==> src/rtl/cla8_seq_adder.sv <==
// Byte-serial wide adder: one 8-bit carry-lookahead slice, LSB first, chained through a carry flop.
// Defining CLA_SEQ_SUB_EN adds a `sub` input that turns the operation into A-B.
module cla8_seq_adder #(
    parameter int unsigned NBYTES = 4
) (
    input  logic                  clk,
    input  logic                  rst,
    input  logic                  start_valid,
    output logic                  start_ready,
    input  logic [8*NBYTES-1:0]   a,
    input  logic [8*NBYTES-1:0]   b,
    input  logic                  cin,
`ifdef CLA_SEQ_SUB_EN
    input  logic                  sub,
`endif
    output logic                  res_valid,
    input  logic                  res_ready,
    output logic [8*NBYTES-1:0]   sum,
    output logic                  cout,
    output logic                  busy
);

    localparam int unsigned IdxW = (NBYTES > 1) ? $clog2(NBYTES) : 1;
    localparam logic [IdxW-1:0] LastIdx = IdxW'(NBYTES - 1);

    typedef enum logic [1:0] {StIdle, StRun, StDone} state_e;

    state_e                  state_q, state_d;
    logic [NBYTES-1:0][7:0]  a_q, a_d;
    logic [NBYTES-1:0][7:0]  b_q, b_d;
    logic [NBYTES-1:0][7:0]  sum_q, sum_d;
    logic                    carry_q, carry_d;
    logic                    cout_q, cout_d;
    logic [IdxW-1:0]         idx_q, idx_d;
`ifdef CLA_SEQ_SUB_EN
    logic                    sub_q, sub_d;
`endif

    logic [7:0] a_byte;
    logic [7:0] b_byte;
    logic [8:0] slice;

    // Every carry is a flat sum-of-products of generate/propagate terms, not a ripple.
    function automatic logic [8:0] cla8(input logic [7:0] x, input logic [7:0] y,
                                        input logic ci);
        logic [7:0] g;
        logic [7:0] p;
        logic [8:0] c;
        logic       prod;
        g    = x & y;
        p    = x ^ y;
        c    = '0;
        c[0] = ci;
        for (int i = 0; i < 8; i++) begin
            prod     = 1'b1;
            c[i + 1] = 1'b0;
            for (int j = i; j >= 0; j--) begin
                c[i + 1] = c[i + 1] | (g[j] & prod);
                prod     = prod & p[j];
            end
            c[i + 1] = c[i + 1] | (prod & ci);
        end
        return {c[8], p ^ c[7:0]};
    endfunction

    always_comb begin
        a_byte = a_q[idx_q];
        b_byte = b_q[idx_q];
`ifdef CLA_SEQ_SUB_EN
        b_byte = b_byte ^ {8{sub_q}};
`endif
        slice = cla8(a_byte, b_byte, carry_q);
    end

    always_comb begin
        state_d = state_q;
        a_d     = a_q;
        b_d     = b_q;
        sum_d   = sum_q;
        carry_d = carry_q;
        cout_d  = cout_q;
        idx_d   = idx_q;
`ifdef CLA_SEQ_SUB_EN
        sub_d   = sub_q;
`endif
        unique case (state_q)
            StIdle: begin
                if (start_valid) begin
                    a_d   = a;
                    b_d   = b;
                    sum_d = '0;
                    idx_d = '0;
`ifdef CLA_SEQ_SUB_EN
                    sub_d   = sub;
                    carry_d = sub ? 1'b1 : cin;
`else
                    carry_d = cin;
`endif
                    state_d = StRun;
                end
            end
            StRun: begin
                sum_d[idx_q] = slice[7:0];
                carry_d      = slice[8];
                if (idx_q == LastIdx) begin
                    cout_d  = slice[8];
                    state_d = StDone;
                end else begin
                    idx_d = idx_q + IdxW'(1);
                end
            end
            StDone: begin
                if (res_ready) begin
                    state_d = StIdle;
                end
            end
            default: state_d = StIdle;
        endcase
    end

    always_ff @(posedge clk) begin
        if (rst) begin
            state_q <= StIdle;
            a_q     <= '0;
            b_q     <= '0;
            sum_q   <= '0;
            carry_q <= 1'b0;
            cout_q  <= 1'b0;
            idx_q   <= '0;
`ifdef CLA_SEQ_SUB_EN
            sub_q   <= 1'b0;
`endif
        end else begin
            state_q <= state_d;
            a_q     <= a_d;
            b_q     <= b_d;
            sum_q   <= sum_d;
            carry_q <= carry_d;
            cout_q  <= cout_d;
            idx_q   <= idx_d;
`ifdef CLA_SEQ_SUB_EN
            sub_q   <= sub_d;
`endif
        end
    end

    assign start_ready = (state_q == StIdle);
    assign res_valid   = (state_q == StDone);
    assign busy        = (state_q != StIdle);
    assign sum         = sum_q;
    assign cout        = cout_q;

endmodule

==> config.mk <==
export PLATFORM = sky130hd
export DESIGN_NAME = cla8_seq_adder
export DESIGN_NICKNAME = d
export VERILOG_FILES = /design/src/rtl/cla8_seq_adder.sv
export SDC_FILE = /design/constraint.sdc
export NUM_CORES = 1
export LEC_CHECK = 0
export CAP_MARGIN = 20
export CORE_MARGIN = 1.5
export CORE_UTILIZATION = 45
export CTS_CLUSTER_DIAMETER = 40
export DETAILED_ROUTE_END_ITERATION = 16
export GPL_ROUTABILITY_DRIVEN = 0
export PLACE_DENSITY = 0.82
export SLEW_MARGIN = 30
export SYNTH_ARGS = -nofsm -noshare
export SYNTH_HDL_FRONTEND = slang
export SYNTH_SLANG_ARGS = --single-unit
==> constraint.sdc <==
create_clock -name clk -period 2.7 [get_ports clk]
set_clock_uncertainty 0.2 [all_clocks]
set_input_delay 0.675 -clock clk [delete_from_list [all_inputs] [get_ports clk]]
set_output_delay 0.675 -clock clk [all_outputs]
set_load 0.05 [all_outputs]
# --- Word level (Yosys, flattened, before mapping) ---
# Index checks and enable logic that the tools add are counted.
op_classes:
  add_sub_neg: 1
  mul: 0
  div_mod_pow: 0
  order_cmp: 2
  eq_ne: 7
  shifts: 0
  n_mux: 18
  bitwise_logic: 103
  reduce_logical: 9
op_table:
  columns: ["cell", "n"]
  rows:
  - ["$and 1x1->1", 64]
  - ["$pmux 32 s2", 1]
  - ["$or 1x1->1", 36]
  - ["$bmux 8 s2", 2]
  - ["$bwmux 32", 1]
  - ["$mux 32", 1]
  - ["$mux 8", 3]
  - ["$demux 8 s2", 1]
  - ["$xor 8x8->8", 2]
  - ["$mux 2", 5]
  - ["$and 8x8->8", 1]
  - ["$ne 2x2->1 const B", 3]
  - ["$pmux 2 s3", 1]
  - ["$reduce_and 2->1", 3]
  - ["$reduce_and 3->1", 2]
  - ["$eq 2x2->1 const B", 2]
  - ["$pmux 2 s2", 1]
  - ["$reduce_bool 2->1", 2]
  - ["$lt 2x3->1 const B", 1]
  - ["$add 2x1->2 const B", 1]
  - ["$eq 2x1->1 const B", 1]
  - ["$ge 2x1->1 const B", 1]
  - ["$logic_not 2->1", 1]
  - ["$ne 2x1->1 const B", 1]
  - ["other kinds (3)", 3]
totals:
  reg_bits: 102
  latch_bits: 0
  ram_bits: 0
  romBits: 0
  input_bits: 69
  output_inout_bits: 36
  elab_cells: 156
  n_memories: 0

# --- Logic depth before layout (Yosys ltp) ---
# Gate-level depths: netlist of run 1.
logic_depth:
  depth_word: 14
  mapped_depth: 9
  ltp_nobuf: 7

# --- Worst setup path after synthesis of run 1 ---
# Ideal clock, no wire load.
synth_path:
  path_type: "register to register"
  start: "register idx_q[0]"
  end: "register sum_q (netlist bit sum[22])"
  setup_ps: 117
  arrival_time_ps: 2647
  required_ps: 2383
  path_slack_ps: -265
  path_stages_with_launch: 10
  n_path_buf: 2
  synth_period_minus_slack_ps: 2965
  cell_sequence: "dfxtp_1 -> buf_2 -> buf_2 -> mux4_2 -> ha_1 -> a21oi_1 -> nand2_1 -> a221oi_2 -> xnor2_1 -> a32o_1"
synth_via:
  elab_chain_len: 13
  elab_cells_between_ends: 31
  classes_between: "order compare (2); mux (8); bitwise (20); reduce/logical (1)"
synth_rtl:
  columns: ["item", "line", "source"]
  rows:
  - ["from (decl)", "34", "logic [IdxW-1:0] idx_q, idx_d;"]
  - ["from (signal assigned)", "140", "idx_q <= idx_d;"]
  - ["$bmux 8 s2, on equally long branches", "67, 68", null]
  - ["$mux 8, on equally long branches", "67, 68", null]
  - ["$and 8x8->8 or $xor 8x8->8 (tied branches)", "50, 51", null]
  - ["$and 1x1->1, on equally long branches", "58, 59", null]
  - ["$or 1x1->1, or another cell as far along (4 in a row)", "58", "c[i + 1] = c[i + 1] | (g[j] & prod);"]
  - ["$or 1x1->1 or $and 1x1->1 (tied branches)", "58, 61", null]
  - ["$or 1x1->1", "61", "c[i + 1] = c[i + 1] | (prod & ci);"]
  - ["$xor 8x8->8", "63", "return {c[8], p ^ c[7:0]};"]
  - ["$bwmux 32 *", "103", "sum_d[idx_q] = slice[7:0];"]
  - ["$pmux 32 s2 *", "86", "unique case (state_q)"]
  - ["to (signal assigned)", "137", "sum_q <= sum_d;"]
  - ["to (decl)", "31", "logic [NBYTES-1:0][7:0] sum_q, sum_d;"]
# Every way passes the cells marked *; elsewhere a longest branch is shown, timed or not. The select of a mux whose other input is x is not followed.
# A chain may end at the register's enable or synchronous reset.

# --- Final worst setup path of run 1 ---
layout_path:
  start: "register idx_q[0]"
  end: "register sum_q (netlist bit sum[30])"
# Same word-level chain as after synthesis.

==> results of run 1 <==
cell usage in the layout (no fill, tap or decap), drive strengths merged, types with 2 or more instances in the layout:
master	netlist	layout
a21o	2	2
dfxtp	102	102
mux4	16	16
dlymetal6s2s	0	2
a22oi	4	4
a32o	8	8
o31ai	4	4
a21oi	75	75
a211oi	2	2
nand2b	2	2
inv	7	7
and2	2	2
o21bai	2	2
a221oi	2	2
a32oi	6	6
xnor2	4	4
clkbuf	13	10
o21ai	11	11
ha	12	12
xor2	2	2
buf	21	26
clkinvlp	0	2
nand3	13	13
nor2b	2	2
nor3	2	2
nor2	33	33
nand2	137	137
mux2i	2	2
clkdlybuf4s50	0	100
Yosys cell counts (all sizes together), types with 4 or more instances:
cell	number	area (sq um)
a32oi	6	52.6
a22oi	4	30.0
a32o	8	80.1
o31ai	4	30.0
clkbuf	13	48.8
nand3	13	65.1
nand2	137	514
mux4	16	360
xnor2	4	35.0
dfxtp	102	2040
a21oi	75	387
ha	12	150
o21ai	11	55.1
nor2	33	129
inv	7	26.3
buf	21	109
path summary, 6_finish.rpt:
path	cells past startpoint	slack (ps)	end	start
max	9	-50	sum[30]	idx_q[0]
min	2	260	b_q[23]	b_q[23]
max reg2reg	9	-50	sum[30]	idx_q[0]
min reg2reg	2	260	b_q[23]	b_q[23]
logic make-up (layout without fill, tap and decap cells):
group | after synthesis | after routing | synth area share (%)
flip-flops | 102 | 102 | 47.0
buffers and inverters | 41 | 150 | 4.23
AO/OA/AOI/OAI | 119 | 119 | 17.1
XOR/XNOR | 6 | 6 | 1.21
adder cells (fa/ha/maj) | 13 | 13 | 3.91
AND/OR/NAND/NOR | 192 | 192 | 17.5
multiplexers | 19 | 19 | 9.01
power by group through the flow:
| stage | Sequential, uW | Clock (uW) | Combinational [uW] |
|---|---|---|---|
| finish | 1610 | 912 | 603 |
| global route | 1620 | 964 | 647 |
| CTS | 1610 | 910 | 568 |
| detailed placement | 1650 | 0 | 552 |
| global placement | 1640 | 0 | 531 |
| floorplan | 1660 | 0 | 301 |
metrics by stage:
| stage | setup slack [ps] | hold slack (ps) | total power, uW | area [sq um] |
|---|---|---|---|---|
| floorplan | 46.0 | 233 | 1960 | 4380 |
| global placement | -10.8 | 242 | 2170 | 5600 |
| detailed placement | -191 | 248 | 2200 | 5600 |
| CTS | -29.5 | 261 | 3090 | 5850 |
| global route | -157 | 275 | 3230 | 5940 |
| finish | -47.6 | 260 | 3130 | 5940 |
registers in the layout, summed over array words and instances, names as in the netlist:
register  count
a_q          32
b_q          32
sum          32
idx_q         2
state_q       2
carry_q       1
cout          1
tightest hold or removal path, stage by stage (launching register included):
cell	delay, ps
dfxtp_1	320
nand2_1	50
a21oi_1	50
area by class of cell:
type	instances	area, sq um	share of cell area [%]
flip-flops and latches	102	2040	34.4
multi-input cells	349	2260	38.1
inverters	7	26.3	0.442
repair buffers	129	1270	21.4
clock buffers	10	128	2.15
clock inverters	4	50.0	0.842
well taps	129	161	2.72
timing repair:
action,4_1_cts,5_1_grt
gates resized for setup,7,19
hold buffers,0,0
pin swaps,7,7
setup buffers,4,1
cloned,0,0
setup endpoints to repair,25,28
routing by layer:
metal	track usage [%]	routed length, microns	vias up
li1	-	-	1904
met1	26.2	4710	1908
met2	41.2	5960	141
met3	3.11	617	27
met4	14.5	383	0
met5	0	0	-
==> flow_summary.yaml, run 1 <==
sta:
  hold_viol_final: 0
  tns_ps: -225
  maxSlewHeadroom_pct: 50.2
  worst_pin_slew_ps: 746
  fin_crit_sh_pct: 102
  finalSetupViolations: 8
  slew_violations: 0
  rsz0062_at_grt: "true"
  fin_crit_ps: 2750
  worst_slack_ps: -47.6
  fmax_mhz: 364
power_and_ir_drop:
  p_switching_uw: 853
  p_leak_uw: 0.00217
  switching_share_pct: 27.3
  p_clk_share_pct: 29.2
  peakVddDrop_v: 0.000298
  internal_power_uw: 2270
  pwr-share-seq_pct: 51.6
  p_comb_share_pct: 19.3
  power_density_nw_per_um2: 526
global_route:
  antenna_found_initial: 0
  grt_first_pass_wirelength_microns: 18500
  overflow: 0
  grt_max_degree: 69
  grt_pass1_vias: 4062
  track_usage_pct: 23.2
worst_setup_path:
  critPathKind: "reg -> reg"
  cp_top_family: "compound AO/OA/AOI/OAI gates"
  path_cells: "buf_12, buf_12, mux4_2, ha_4, a21oi_2, nand2_2, a221oi_4, xnor2_2, a32o_1"
  cp-start-kind: "register"
  slowest_delay_ps: 540
  required_ps: 2750
  worstSetupEndpointType: "register"
  arrival_ps: 2800
  cp_max_fo: 8
  crit_buf_inv: 2
  cpMostUsedCell: "buf_12"
  cp_slowest_cell: "mux4_2"
status:
  status: "complete, but fails checks"
  violations: "setup timing"
routing:
  wl_per_cell_microns: 16.0
  dr_total_vias: 3980
  firstDrtPassIters: 5
  drtIter0Drc: 252
  ant_nets: 0
  route.detailed.drc: 0
  viasPerCell: 5.45
  drt_wl_total_microns: 11700
clock_network:
  cts_tree: "yes"
  cts.clk_slew.worst_paths_ps: 90
  root_buffer: "clkbuf_8"
  numCtsBuffers: 9
  clock-sinks: 102
  clkLatencyLatePin_ps: 360
  clk_path_buf_depth: 2
  htreeDepth: 3
logic_synthesis:
  netlist_area_sq_um: 4350
  syn_nets: 574
  synthArstFlopShare_pct: 0
  synth.avg_cell_area_sq_um: 8.83
  synthCells: 492
  yosys_most_used_dff: "dfxtp_1"
  ys_seq_area_share_pct: 47.0
  ys_seq_elements: 102
  synth_cell_types: 40
  synth-edff-count: 0
  yosys_warnings: 0
final_layout:
  nNetsFinal: 680
  fill_cells: 759
  drive_gt1_share_pct: 14.1
  layout-area-overhead-vs-synth_pct: 36.7
  fin_cells: 730
  fin_util_pct: 64.0
  insertedDiodeCount: 0
floorplan:
  rows: 35
  start_util_pct: 46.8
  dieWidth_microns: 101
  core_sq_um: 9280
  die_h_microns: 101
  ios: 105
  dieArea_sq_um: 10300
placement:
  dpl.cell_count: 712
  port_buffers: 104
  dp_hpwl_microns: 8480
flow_run:
  max_cap_viol_count: 0
hold_path:
  hp-class: "reg -> reg"
(Power assumes the default switching activity.)
==> run 2: changes to the inputs <==
ABC_CLOCK_PERIOD_IN_PS = 2700   (was default)
CTS_CLUSTER_SIZE = 12   (was default)
SLEW_MARGIN = default   (was 30)
==> flow_summary.yaml, run 2 (same netlist as run 1, synthesis figures left out) <==
clock_network:
  cts_tree: "yes"
  clock-sinks: 102
  numCtsBuffers: 9
  hold_buffers: 0
  clk_path_buf_depth: 2
  root_buffer: "clkbuf_8"
  htreeDepth: 3
  cts.clk_slew.worst_paths_ps: 90
  clkLatencyLatePin_ps: 360
worst_setup_path:
  cp.depth: 8
  cp_slowest_cell: "mux4_2"
  slowest_delay_ps: 550
  cp-start-kind: "register"
  path_cells: "buf_12, mux4_2, ha_4, a211oi_4, nor2_2, a221oi_4, xnor2_2, a32o_1"
  required_ps: 2760
  cp_max_fo: 8
  critPathKind: "reg -> reg"
  cp_top_family: "compound AO/OA/AOI/OAI gates"
  worstSetupEndpointType: "register"
  reg2reg_depth: 8
  crit_buf_inv: 1
  arrival_ps: 2780
global_route:
  grt_pass1_vias: 3977
  track_usage_pct: 23.1
  grt_first_pass_wirelength_microns: 18400
  antenna_found_initial: 0
  overflow: 0
  grt_max_degree: 69
routing:
  dr_total_vias: 4002
  viasPerCell: 5.46
  ant_nets: 0
  drt_wl_total_microns: 11800
  drtIter0Drc: 249
  wl_per_cell_microns: 16.1
  route.detailed.drc: 0
  firstDrtPassIters: 4
hold_path:
  hold_path_depth: 2
  hp-class: "reg -> reg"
placement:
  dp_hpwl_microns: 8440
  place_ws_ps: -183
  port_buffers: 104
sta:
  fmax_mhz: 367
  finalSetupViolations: 8
  hold_viol_final: 0
  slew_violations: 0
  fin_crit_sh_pct: 101
  fin_crit_ps: 2720
  rsz0062_at_grt: "true"
  maxSlewHeadroom_pct: 58.0
  worst_pin_slew_ps: 630
  worst_slack_ps: -24.7
power_and_ir_drop:
  peakVddDrop_v: 0.000303
  switching_share_pct: 26.6
  p_clk_share_pct: 31.5
  p_switching_uw: 860
  pwr-share-seq_pct: 49.9
  p_leak_uw: 0.00219
  power_density_nw_per_um2: 539
  internal_power_uw: 2370
  p_comb_share_pct: 18.7
  power_uw: 3230
floorplan:
  start_util_pct: 46.8
  dieArea_sq_um: 10300
  die_h_microns: 101
  dieWidth_microns: 101
  rows: 35
  core_sq_um: 9280
  ios: 105
final_layout:
  layout_commonest_cell: "nand2_1"
  layout_common_cells: "135 x nand2_1, 101 x dfxtp_1, 100 x clkdlybuf4s50_1"
  drive_gt1_share_pct: 14.4
  nNetsFinal: 682
  fin_util_pct: 64.7
  layout-area-overhead-vs-synth_pct: 38.1
  fill_cells: 739
  insertedDiodeCount: 0
status:
  status: "complete, but fails checks"
  violations: "setup timing"
flow_run:
  max_cap_viol_count: 0
-- run 2: cell count changes in the layout (fill, tap and decap cells not counted), sizes merged --
cell | previous run | this run
bufinv | 1 | 2
clkinvlp | 2 | 1
clkbuf | 10 | 11
buf | 26 | 28
-- run 2: cell type report --
class                           count  area (sq um)  share of cell area (%)
Tap cell                          129           161                    2.69
Multi-Input combinational cell    349          2280                    38.0
Clock buffer                       11           131                    2.19
Clock inverter                      4          72.6                    1.21
Timing Repair Buffer              131          1280                    21.4
Inverter                            7          26.3                   0.438
Sequential cell                   102          2050                    34.1
-- run 2: final timing paths --
kind | end | slack [ps] | from
worst max register to register | sum[30] | -20 | idx_q[0]
worst min register to register | a_q[31] | 260 | a_q[31]
worst min-delay path | a_q[31] | 260 | a_q[31]
worst max-delay path | sum[30] | -20 | idx_q[0]
-- run 2: metal layers --
metal	part of all wire [%]	track usage (%)	routed length, microns	up-vias
met5	0	0	0	-
met4	4.4	13.1	516	0
met3	5.8	3.93	681	36
met2	50	40.6	5890	156
met1	40	26.7	4740	1903
li1	-	-	-	1907
-- run 2: per-stage QoR --
stage	instance area (sq um)	TNS, ps	std cells	hold WS, ps
after global placement	5600	-58.3	712	242
after floorplan	4380	0	492	233
after CTS	5890	-79.9	733	261
final	6000	-101	733	263
after detailed placement	5600	-2200	712	248
after global routing	6000	-1400	733	275
-- run 2: power groups by stage --
stage          clock, uW  combinational [uW]  sequential (uW)
2_1_floorplan          0                 301             1660
3_3_place_gp           0                 531             1640
3_5_place_dp           0                 551             1650
4_1_cts             1010                 574             1610
5_1_grt             1080                 651             1620
6_report            1020                 604             1610
-- run 2: worst register-to-register path, delay by kind of cell, from the launching register on --
| kind | cells | cell delay, ps |
|---|---|---|
| buf+inv | 1 | 130 |
| xor+xnor | 1 | 160 |
| simple gates | 1 | 110 |
| fa+ha+maj | 1 | 280 |
| mux | 1 | 550 |
| compound gates | 3 | 810 |
| flops | 1 | 370 |
-- run 2: timing repair --
action                                  in CTS  in global routing
setup buffers                                6                  1
pin swaps                                    7                 12
endpoints found under the setup margin      25                 27
resized for setup                            8                 25
cloned                                       0                  0
